**config.mk**
```make
export PLATFORM = sky130hd
export DESIGN_NAME = fetch_unit
export DESIGN_NICKNAME = d
export VERILOG_FILES = /design/src/rtl/riscv_pkg.sv /design/src/rtl/pc_reg.sv /design/src/rtl/fetch_unit.sv
export SDC_FILE = /design/constraint.sdc
export NUM_CORES = 1
export LEC_CHECK = 0
export CAP_MARGIN = 40
export CORE_ASPECT_RATIO = 1.1
export CORE_MARGIN = 2
export CORE_UTILIZATION = 40
export CTS_BUF_LIST = sky130_fd_sc_hd__clkbuf_4 sky130_fd_sc_hd__clkbuf_8 sky130_fd_sc_hd__clkbuf_16
export DETAILED_ROUTE_END_ITERATION = 7
export GPL_TIMING_DRIVEN = 0
export PLACE_DENSITY = 0.73
export SYNTH_ARGS = -nofsm -noshare
export SYNTH_HDL_FRONTEND = slang
export SYNTH_SLANG_ARGS = --single-unit
```
**constraint.sdc**
```tcl
create_clock -name clk -period 2.8 [get_ports clk]
set_clock_uncertainty 0.1 [all_clocks]
set_input_delay 0.56 -clock clk [delete_from_list [all_inputs] [get_ports clk]]
set_output_delay 0.56 -clock clk [all_outputs]
set_load 0.01 [all_outputs]
```
**src/rtl/riscv_pkg.sv**
```systemverilog
// Shared definitions for the instruction fetch slice.
//   fetch_state_e    : fetch FSM states (BOOT, FETCH, HOLD, ERR)
//   NOP_INSTR        : addi x0,x0,0, loaded into the instruction register on reset/error
//   RESET_PC_DEFAULT : default first fetch address after reset
package riscv_pkg;

    typedef enum logic [1:0] {
        BOOT  = 2'd0,
        FETCH = 2'd1,
        HOLD  = 2'd2,
        ERR   = 2'd3
    } fetch_state_e;

    localparam logic [31:0] NOP_INSTR        = 32'h0000_0013;
    localparam logic [31:0] RESET_PC_DEFAULT = 32'h0000_0000;

endpackage

```
**src/rtl/pc_reg.sv**
```systemverilog
// Fetch program counter with its next-PC mux and +4 adder.
//   clk, reset : clock, asynchronous active-low reset
//   load       : commit next_pc into the PC (aligned consume only)
//   pc_src     : select pc_target instead of pc_q+4
//   pc_target  : redirect address
//   pc_q       : current fetch PC
//   pc_plus4   : pc_q + 4 (wraps modulo 2^32)
//   next_pc    : candidate next PC, examined for alignment by the FSM
module pc_reg
    import riscv_pkg::*;
#(
    parameter logic [31:0] RESET_PC = RESET_PC_DEFAULT
) (
    input  logic        clk,
    input  logic        reset,
    input  logic        load,
    input  logic        pc_src,
    input  logic [31:0] pc_target,
    output logic [31:0] pc_q,
    output logic [31:0] pc_plus4,
    output logic [31:0] next_pc
);

    assign pc_plus4 = pc_q + 32'd4;
    assign next_pc  = pc_src ? pc_target : pc_plus4;

    always_ff @(posedge clk or negedge reset) begin
        if (!reset) begin
            pc_q <= RESET_PC;
        end else if (load) begin
            pc_q <= next_pc;
        end
    end

endmodule

```
**src/rtl/fetch_unit.sv**
```systemverilog
// Instruction fetch unit: issues one word fetch, holds the returned instruction
// until the decode stage consumes it, then steps or redirects the PC.
//   clk, reset              : clock, asynchronous active-low reset
//   imem_req, imem_addr     : fetch request and word address (FETCH state only)
//   imem_rvalid, imem_rdata : response strobe and data, honoured only in FETCH
//   stall                   : decode cannot consume the held instruction
//   PCSrc, PCTarget         : redirect for the consumed instruction
//   instruction, PC, PCPlus4: registered fetched instruction and its address
//   instr_valid             : the three registers above hold a valid fetch
//   fetch_err               : sticky misaligned next-PC flag
//   dbg_state               : current FSM state, for observation only
//
// Handshake: the request is a req/ack pair -- imem_req and imem_addr stay
// constant from entering FETCH until the cycle imem_rvalid is sampled high;
// that edge transfers the word. Toward decode, instr_valid acts as valid and
// !stall as ready: the instruction transfers on an edge where both are high,
// and nothing on the output side moves while stall is high.
module fetch_unit
    import riscv_pkg::*;
#(
    parameter logic [31:0] RESET_PC = RESET_PC_DEFAULT
) (
    input  logic         clk,
    input  logic         reset,
    output logic         imem_req,
    output logic [31:0]  imem_addr,
    input  logic         imem_rvalid,
    input  logic [31:0]  imem_rdata,
    input  logic         stall,
    input  logic         PCSrc,
    input  logic [31:0]  PCTarget,
    output logic [31:0]  instruction,
    output logic [31:0]  PC,
    output logic [31:0]  PCPlus4,
    output logic         instr_valid,
    output logic         fetch_err,
    output fetch_state_e dbg_state
);

    fetch_state_e state, state_n;
    logic [31:0]  pc_q, pc_plus4, next_pc;
    logic         capture, consume, misaligned;

    assign misaligned = (next_pc[1:0] != 2'b00);

    // PCSrc/PCTarget reach the PC only through load, so they have no effect
    // outside an aligned consume cycle.
    pc_reg #(.RESET_PC(RESET_PC)) u_pc_reg (
        .clk       (clk),
        .reset     (reset),
        .load      (consume && !misaligned),
        .pc_src    (PCSrc),
        .pc_target (PCTarget),
        .pc_q      (pc_q),
        .pc_plus4  (pc_plus4),
        .next_pc   (next_pc)
    );

    always_ff @(posedge clk or negedge reset) begin
        if (!reset) begin
            state <= BOOT;
        end else begin
            state <= state_n;
        end
    end

    // imem_req decodes straight from the state register so an asynchronous
    // reset removes it in the same instant.
    always_comb begin
        state_n  = state;
        imem_req = 1'b0;
        capture  = 1'b0;
        consume  = 1'b0;
        case (state)
            BOOT: state_n = FETCH;
            FETCH: begin
                imem_req = 1'b1;
                if (imem_rvalid) begin
                    capture = 1'b1;
                    state_n = HOLD;
                end
            end
            HOLD: begin
                if (!stall) begin
                    consume = 1'b1;
                    state_n = misaligned ? ERR : FETCH;
                end
            end
            ERR:     state_n = ERR;
            default: state_n = BOOT;
        endcase
    end

    assign imem_addr = pc_q;
    assign dbg_state = state;

    always_ff @(posedge clk or negedge reset) begin
        if (!reset) begin
            instruction <= NOP_INSTR;
            PC          <= RESET_PC;
            PCPlus4     <= RESET_PC + 32'd4;
            instr_valid <= 1'b0;
            fetch_err   <= 1'b0;
        end else begin
            if (capture) begin
                instruction <= imem_rdata;
                PC          <= pc_q;
                PCPlus4     <= pc_plus4;
                instr_valid <= 1'b1;
            end
            if (consume) begin
                instr_valid <= 1'b0;
                if (misaligned) begin
                    fetch_err   <= 1'b1;
                    instruction <= NOP_INSTR;
                end
            end
        end
    end

endmodule

```
==> results of run 1 <==
[state kept, by name (all words and copies together), names as in the netlist]
name           count
instr_valid        1
instruction       32
u_pc_reg.pc_q     32
fetch_err          1
PCPlus4           30
PC                32
dbg_state          2
[Yosys cell counts (5+ instances only)]
cell type,n
dfrtp_1,126
or2_2,5
a31oi_1,19
o41ai_1,5
nor3_1,13
inv_1,9
nand3_1,25
clkbuf_1,51
o21ai_0,45
nor2_1,30
o211ai_1,8
nand4_1,26
nand4b_1,5
nor4_1,10
a21oi_1,39
a21boi_0,8
buf_2,5
nand2_1,193
a211o_1,5
o31ai_1,11
xnor2_1,9
or3_1,10
buf_4,6
buf_1,5
or4_1,11
[through the flow]
step	worst slack [ps]	hold WS [ps]
6_report	113.2	371.8
5_1_grt	1.033	396.5
4_1_cts	13.97	379.1
3_5_place_dp	-408.4	361.9
3_3_place_gp	-4288	352.7
2_1_floorplan	459.0	164.4
[metal layers]
layer | wire length [um] | global-route usage
met1 | 9473 | 0.3494
met2 | 10560 | 0.4259
met3 | 2110 | 0.06880
met4 | 661 | 0.1130
met5 | 0 | 0
[worst max-delay path, cell delays in order, from the launching register on]
cell and delay [ps]:
dfrtp_1 500, ha_2 310, and4_1 200, clkbuf_1 250, nand3_1 340, or4b_2 720, a31oi_1 190
[final timing paths]
check                                                  start                       end  slack (ps)  cells past startpoint
worst max-delay path            u_pc_reg.pc_q[2]$_DFFE_PN0P_   PCPlus4[28]$_DFFE_PN0P_         110                      6
worst min-delay path                      PC[28]$_DFFE_PN0P_        PC[28]$_DFFE_PN0P_         370                      2
worst max register to register  u_pc_reg.pc_q[2]$_DFFE_PN0P_   PCPlus4[28]$_DFFE_PN0P_         110                      6
worst min register to register            PC[28]$_DFFE_PN0P_        PC[28]$_DFFE_PN0P_         370                      2
max in group asynchronous                              reset  instruction[0]$_DFF_PN1_        1210                      3
min in group asynchronous                              reset  instruction[2]$_DFF_PN0_         560                      2
[cell families (layout without fill, tap and decap cells)]
kind of cell	count (synthesis)	after routing	share of synthesized area
buffers and inverters	77	314	0.05075
multiplexers	2	2	0.003123
adder cells (fa/ha/maj)	1	1	0.001952
AND/OR/NAND/NOR	352	352	0.2600
XOR/XNOR	12	12	0.01640
flip-flops	130	130	0.5083
AO/OA/AOI/OAI	163	163	0.1595
[what timing repair did]
item                       in CTS  in global routing
gates cloned                    0                  0
hold buffers                    1                  0
resized for setup               1                  4
setup endpoints to repair       2                 24
hold endpoints to repair        8                  0
[layout make-up]
type | count | share of cell area
timing repair buffer | 205 | 0.2191
clock inverter | 8 | 0.01790
multi-input combinational | 530 | 0.3013
tap | 200 | 0.02652
clock buffer | 24 | 0.05530
sequential | 130 | 0.3453
buffer | 68 | 0.03103
inverter | 9 | 0.003580
[power by group through the flow]
stage	sequential, uW	clock, uW	combinational (uW)
2_1_floorplan	2500	0	321
3_3_place_gp	2380	0	1250
3_5_place_dp	2390	0	1270
4_1_cts	2360	2590	1270
5_1_grt	2400	2670	1370
6_report	2360	2580	1260
==> key figures, run 1 <==
Run
  – Max cap viols: 0

Clocking
  – H-tree depth: 4
  – CTS Buf Count: 17
  – Max Buffers Root-to-Sink: 2
  – CTS tree: done
  – CTS Root Cell: clkbuf_16
  – Post-CTS Setup Bufs: 0
  – Clock Latency Late Sink: 430 ps
  – CTS Sinks: 130
  – Clock Pin Slew Worst Setup and Hold Paths: 60 ps

STA
  – Minimum clock period: between 2000 and 3000 ps
  – Tcrit/Tclk final: 0.9596
  – Worst slew margin relative to its limit: 0.3908
  – Slew @ Worst Pin: 905.5 ps
  – Fmax: 0.3722 GHz
  – Max-slew violation count: 0
  – RSZ-0062 raised after global routing: no
  – Setup TNS: 0 ps
  – Setup-failing EPs final: 0
  – Fin. Hold Viols: 0

Placed design
  – HPWL Detailed: 16,310 um
  – Cell Area, Placed: 0.008717 mm^2
  – GPL Wtd Cong: 0.9394
  – Placed cells: 1,141
  – # port buffers: 201

Logic synthesis
  – Flops & latches, synth: 130
  – Sequential area share after synthesis: 0.5083
  – Syn nets: 807
  – Top cell type's share of synthesized area: 0.4919
  – Synth Cell Area: 0.006410 mm^2
  – Post-synth EDFFs: 0
  – Cells after Synth: 737
  – Top FF cell, synth: dfrtp_1
  – Cell taking the most area after synthesis: dfrtp_1
  – FFs w/ async S/R, synth: 1.000
  – Synthesis Warnings: 0
  – Avg Cell Area, Syn: about 8.7 um^2
  – Yosys cell types: 56
  – Top post-synthesis cells by area: dfrtp_1, nand2_1, o21ai_0

Drt
  – Vias per cell: between 5 and 6
  – Iter 0 DRT Violations: roughly 560
  – Per-cell routed wire length: 19.43 um
  – Total routed wirelength: 22,810 um
  – DRT Pass-1 Iters: 5
  – Via count: 6,669
  – Post-route ant nets: 0
  – DRC Markers: 0

Final layout
  – Utilization after layout: 0.6019
  – Layout Cells excl Fill: 1,174
  – Diodes inserted: 0
  – Nets: 1,031
  – Cell area after layout: between 0.009 and 0.01 mm^2
  – Seq. cell area: 0.003258 mm^2
  – Filler Cell Count: 1,381
  – P&R area growth vs syn: 47.20%
  – Commonest non-fill, non-tap cells in the layout: clkdlybuf4s50_1, nand2_1, dfrtp_1
  – Most common cell after layout, fill and taps aside: clkdlybuf4s50_1
  – Footprint of the multi-input gates: between 0.002 and 0.003 mm^2
  – Layout cell share with drive strength beyond 1: 0.06879

Floorplanning
  – Initial core utilization: 0.4089
  – Rows: 48
  – Io pins: a little over 200
  – Core area: around 0.016 mm^2
  – Die X: approximately 120 um
  – Die Ht: ~140 um
  – Die Area: between 0.015 and 0.02 mm^2

GRT
  – Global-route wire length before repair: 35,380 um
  – Vias in the first global route: about 6.4k
  – GRT overflow: 0
  – Initial antenna violation count: 0
  – GRT Util Overall: 0.2676
  – Largest net degree at the start of global routing: 82

Pwr
  – Int Power: 4644 uW
  – Switching share of power: 0.2506
  – Comb pwr share: 0.204
  – Clk network pwr share: 0.416
  – Psw: 1553 uW
  – Register share of total power: 0.380
  – LEAKAGE: 0.003953 uW
  – Worst VDD drop: 0.4684 mV
  – PD cells: 656.7 mW/mm^2
  – Power Total: 6196 uW

Critical path
  – Crit. End Element: register
  – WP data arrival: 2930 ps
  – Startpoint types: register
  – CP required: 3050 ps
  – Crit path max fanout: 7
  – Kind of critical path: reg -> reg

Run status
  – Status: finished clean

Min path
  – Hold Crit Class: reg -> reg
No activity file was read; power rests on OpenSTA's default activity.
==> run 2, diff against run 1 <==
Settings changed: CELL_PAD_IN_SITES_DETAIL_PLACEMENT from default to 0, CELL_PAD_IN_SITES_GLOBAL_PLACEMENT from default to 1, CORE_UTILIZATION 40 to 34, PLACE_DENSITY 0.73 to 0.83.
==> run 2 against run 1 <==
Against the previous run: register-to-register slack better by 50 ps; sequential share of layout area is 0.17 points higher; critical endpoint is now u_pc_reg.pc_q[30]$_DFFE_PN0P_; wire length is 2.3% higher; sequential cell count stayed put; highest routed layer unchanged.
==> key figures, run 2 (synthesis gave the netlist of run 1 again) <==
Critical path
  – Crit. End Element: register (unchanged)
  – R2R Setup Slk: 160 ps (was 110 ps)
  – Worst path cell trace: clkdlybuf4s50_1 > clkbuf_1 > nor3_2 > o21ai_2 > clkbuf_1 > a21boi_0 > o211ai_1 (was ha_2 > and4_1 > clkbuf_1 > nand3_1 > or4b_2 > a31oi_1)
  – Crit path max fanout: 10 (was 7)
  – R2R cell count: 6 (unchanged)
  – Kind of critical path: in -> reg (was reg -> reg)
  – Most common cell on crit path: clkbuf_1
  – Worst path max stage delay: 520 ps (was 720 ps)
  – CP Buf/Inv Count: 3 (was 1)
  – CP required: 3030 ps (was 3050 ps)
  – Startpoint of the worst-slack reg-to-reg timing path: u_pc_reg.pc_q[2]$_DFFE_PN0P_ (unchanged)
  – CP top delay family: buffers and inverters (was simple AND/OR/NAND/NOR gates)
  – Slowest-stage cell, CP: clkbuf_1 (was or4b_2)
  – WP data arrival: 3000 ps (was 2930 ps)
  – Startpoint types: input port (was register)
  – R2R Path End: u_pc_reg.pc_q[28]$_DFFE_PN0P_ (was PCPlus4[28]$_DFFE_PN0P_)
  – Critical Path Start: PCSrc (was u_pc_reg.pc_q[2]$_DFFE_PN0P_)

Clocking
  – CTS tree: done (unchanged)
  – Clock Latency Late Sink: 420 ps (was 430 ps)
  – H-tree depth: 4 (unchanged)
  – Post-CTS Setup Bufs: 0 (unchanged)
  – CTS Buf Count: 17 (unchanged)
  – CTS Root Cell: clkbuf_16 (unchanged)
  – Clock Pin Slew Worst Setup and Hold Paths: 60 ps (about the same)
  – Resized Gates After CTS: 2 (was 1)
  – Max Buffers Root-to-Sink: 2 (unchanged)
  – CTS Sinks: 130 (unchanged)
  – Post-CTS Hold Buffers: 0 (was 1)

STA
  – Fin. Hold Viols: 0 (unchanged)
  – Slew @ Worst Pin: 848.0 ps (was 905.5 ps)
  – Worst slew margin relative to its limit: 0.4326 (was 0.3908)
  – Setup TNS: 0 ps (unchanged)
  – RSZ-0062 raised after global routing: yes (was no)
  – Tcrit/Tclk final: 0.9877 (was 0.9596)
  – Fmax: 0.3616 GHz (was 0.3722 GHz)
  – Setup-failing EPs final: 0 (unchanged)
  – Minimum clock period: 2766 ps (was 2687 ps)
  – Max-slew violation count: 0 (unchanged)

Run
  – Max cap viols: 0 (unchanged)

Min path
  – Hold Crit Class: in -> async (was reg -> reg)

GRT
  – GRT Util Overall: 0.2343 (was 0.2676)
  – Global-route wire length before repair: 35,850 um (was 35,380 um)
  – Vias in the first global route: 6,133 (was 6,421)
  – Largest net degree at the start of global routing: 67 (was 82)
  – GRT overflow: 0 (unchanged)
  – Initial antenna violation count: 0 (unchanged)

Final layout
  – Nets: 1,030 (was 1,031)
  – Commonest non-fill, non-tap cells in the layout: clkdlybuf4s50_1, nand2_1, dfrtp_1 (unchanged)
  – Diodes inserted: 0 (unchanged)
  – Most common cell after layout, fill and taps aside: clkdlybuf4s50_1 (unchanged)
  – P&R area growth vs syn: 46.50% (was 47.20%)
  – Top Registers: PC (32), instruction (32), u_pc_reg.pc_q (32) (unchanged)
  – Layout cell share with drive strength beyond 1: 0.07194 (was 0.06879)

Run status
  – Status: finished clean (unchanged)

Floorplanning
  – Core area: 0.01841 mm^2 (was 0.01568 mm^2)
  – Initial core utilization: 0.3481 (was 0.4089)
  – Die X: 134.9 um (was 124.7 um)
  – Die Ht: 148.0 um (was 136.8 um)
  – Io pins: 202 (unchanged)
  – Rows: 52 (was 48)
  – Die Area: 0.01997 mm^2 (was 0.01705 mm^2)

Drt
  – Total routed wirelength: 23,330 um (was 22,810 um)
  – Via count: 6,499 (was 6,669)
  – Per-cell routed wire length: 19.18 um (was 19.43 um)
  – DRC Markers: 0 (unchanged)
  – DRT Pass-1 Iters: 5 (unchanged)
  – Post-route ant nets: 0 (unchanged)
  – Iter 0 DRT Violations: 548 (was 558)
  – Vias per cell: 5.345 (was 5.681)

Pwr
  – Int Power: 4277 uW (was 4644 uW)
  – Power Total: 5884 uW (was 6196 uW)
  – PD cells: 626.6 mW/mm^2 (was 656.7 mW/mm^2)
  – LEAKAGE: 0.003894 uW (was 0.003953 uW)
  – Clk network pwr share: 0.384 (was 0.416)
  – Comb pwr share: 0.215 (was 0.204)
  – Register share of total power: 0.400 (was 0.380)
  – Worst VDD drop: 0.4565 mV (was 0.4684 mV)
  – Psw: 1606 uW (was 1553 uW)
  – Switching share of power: 0.2730 (was 0.2506)

Placed design
  – # port buffers: 201 (unchanged)
  – GPL Wtd Cong: 0.8823 (was 0.9394)
  – HPWL Detailed: 16,850 um (was 16,310 um)
run 2: area by class of cell:
type / instances / area, um^2
Inverter: 9 / 33.78
Multi-Input combinational cell: 530 / 2846
Clock buffer: 20 / 466.7
Buffer: 68 / 295.3
Timing Repair Buffer: 204 / 2056
Tap cell: 243 / 304.0
Fill cell: 1798 / 9022
Clock inverter: 12 / 130.1
Sequential cell: 130 / 3258
run 2: worst max-delay path by stage:
stage / endpoint / slack [ps] / cells past startpoint
6_report: u_pc_reg.pc_q[30]$_DFFE_PN0P_ / 30 / 7
5_1_grt: u_pc_reg.pc_q[30]$_DFFE_PN0P_ / -6 / 7
4_1_cts: u_pc_reg.pc_q[28]$_DFFE_PN0P_ / 20 / 6
3_5_place_dp: u_pc_reg.pc_q[23]$_DFFE_PN0P_ / -560 / 7
3_3_place_gp: u_pc_reg.pc_q[29]$_DFFE_PN0P_ / -4450 / 1
2_1_floorplan: u_pc_reg.pc_q[28]$_DFFE_PN0P_ / 460 / 6
run 2: through the flow:
| step | hold slack (ps) | util | cells | worst slack [ps] | instance area, um^2 |
|---|---|---|---|---|---|
| floorplan | 164.4 | - | 737 | 459.0 | 6410 |
| global placement | 352.6 | 0.4739 | 1181 | -4450 | 8726 |
| detailed placement | 361.2 | 0.4763 | 1184 | -557.7 | 8770 |
| CTS | 57.10 | 0.5090 | 1216 | 16.36 | 9371 |
| global route | 71.56 | 0.5100 | 1216 | -5.978 | 9390 |
| finish | 24.61 | 0.5100 | 1216 | 34.36 | 9390 |
run 2: power by group through the flow:
stage / combinational [uW] / sequential (uW) / clock, uW
after detailed placement: 1270 / 2390 / 0
after CTS: 1270 / 2360 / 2290
final: 1270 / 2360 / 2260
after floorplan: 321 / 2500 / 0
after global placement: 1260 / 2380 / 0
after global routing: 1380 / 2390 / 2370
run 2: metal layers:
metal / global-route usage / routed length, um
met5: 0 / 0
met4: 0.07842 / 537
met3: 0.06276 / 2081
met2: 0.3678 / 10630
met1: 0.3137 / 10080
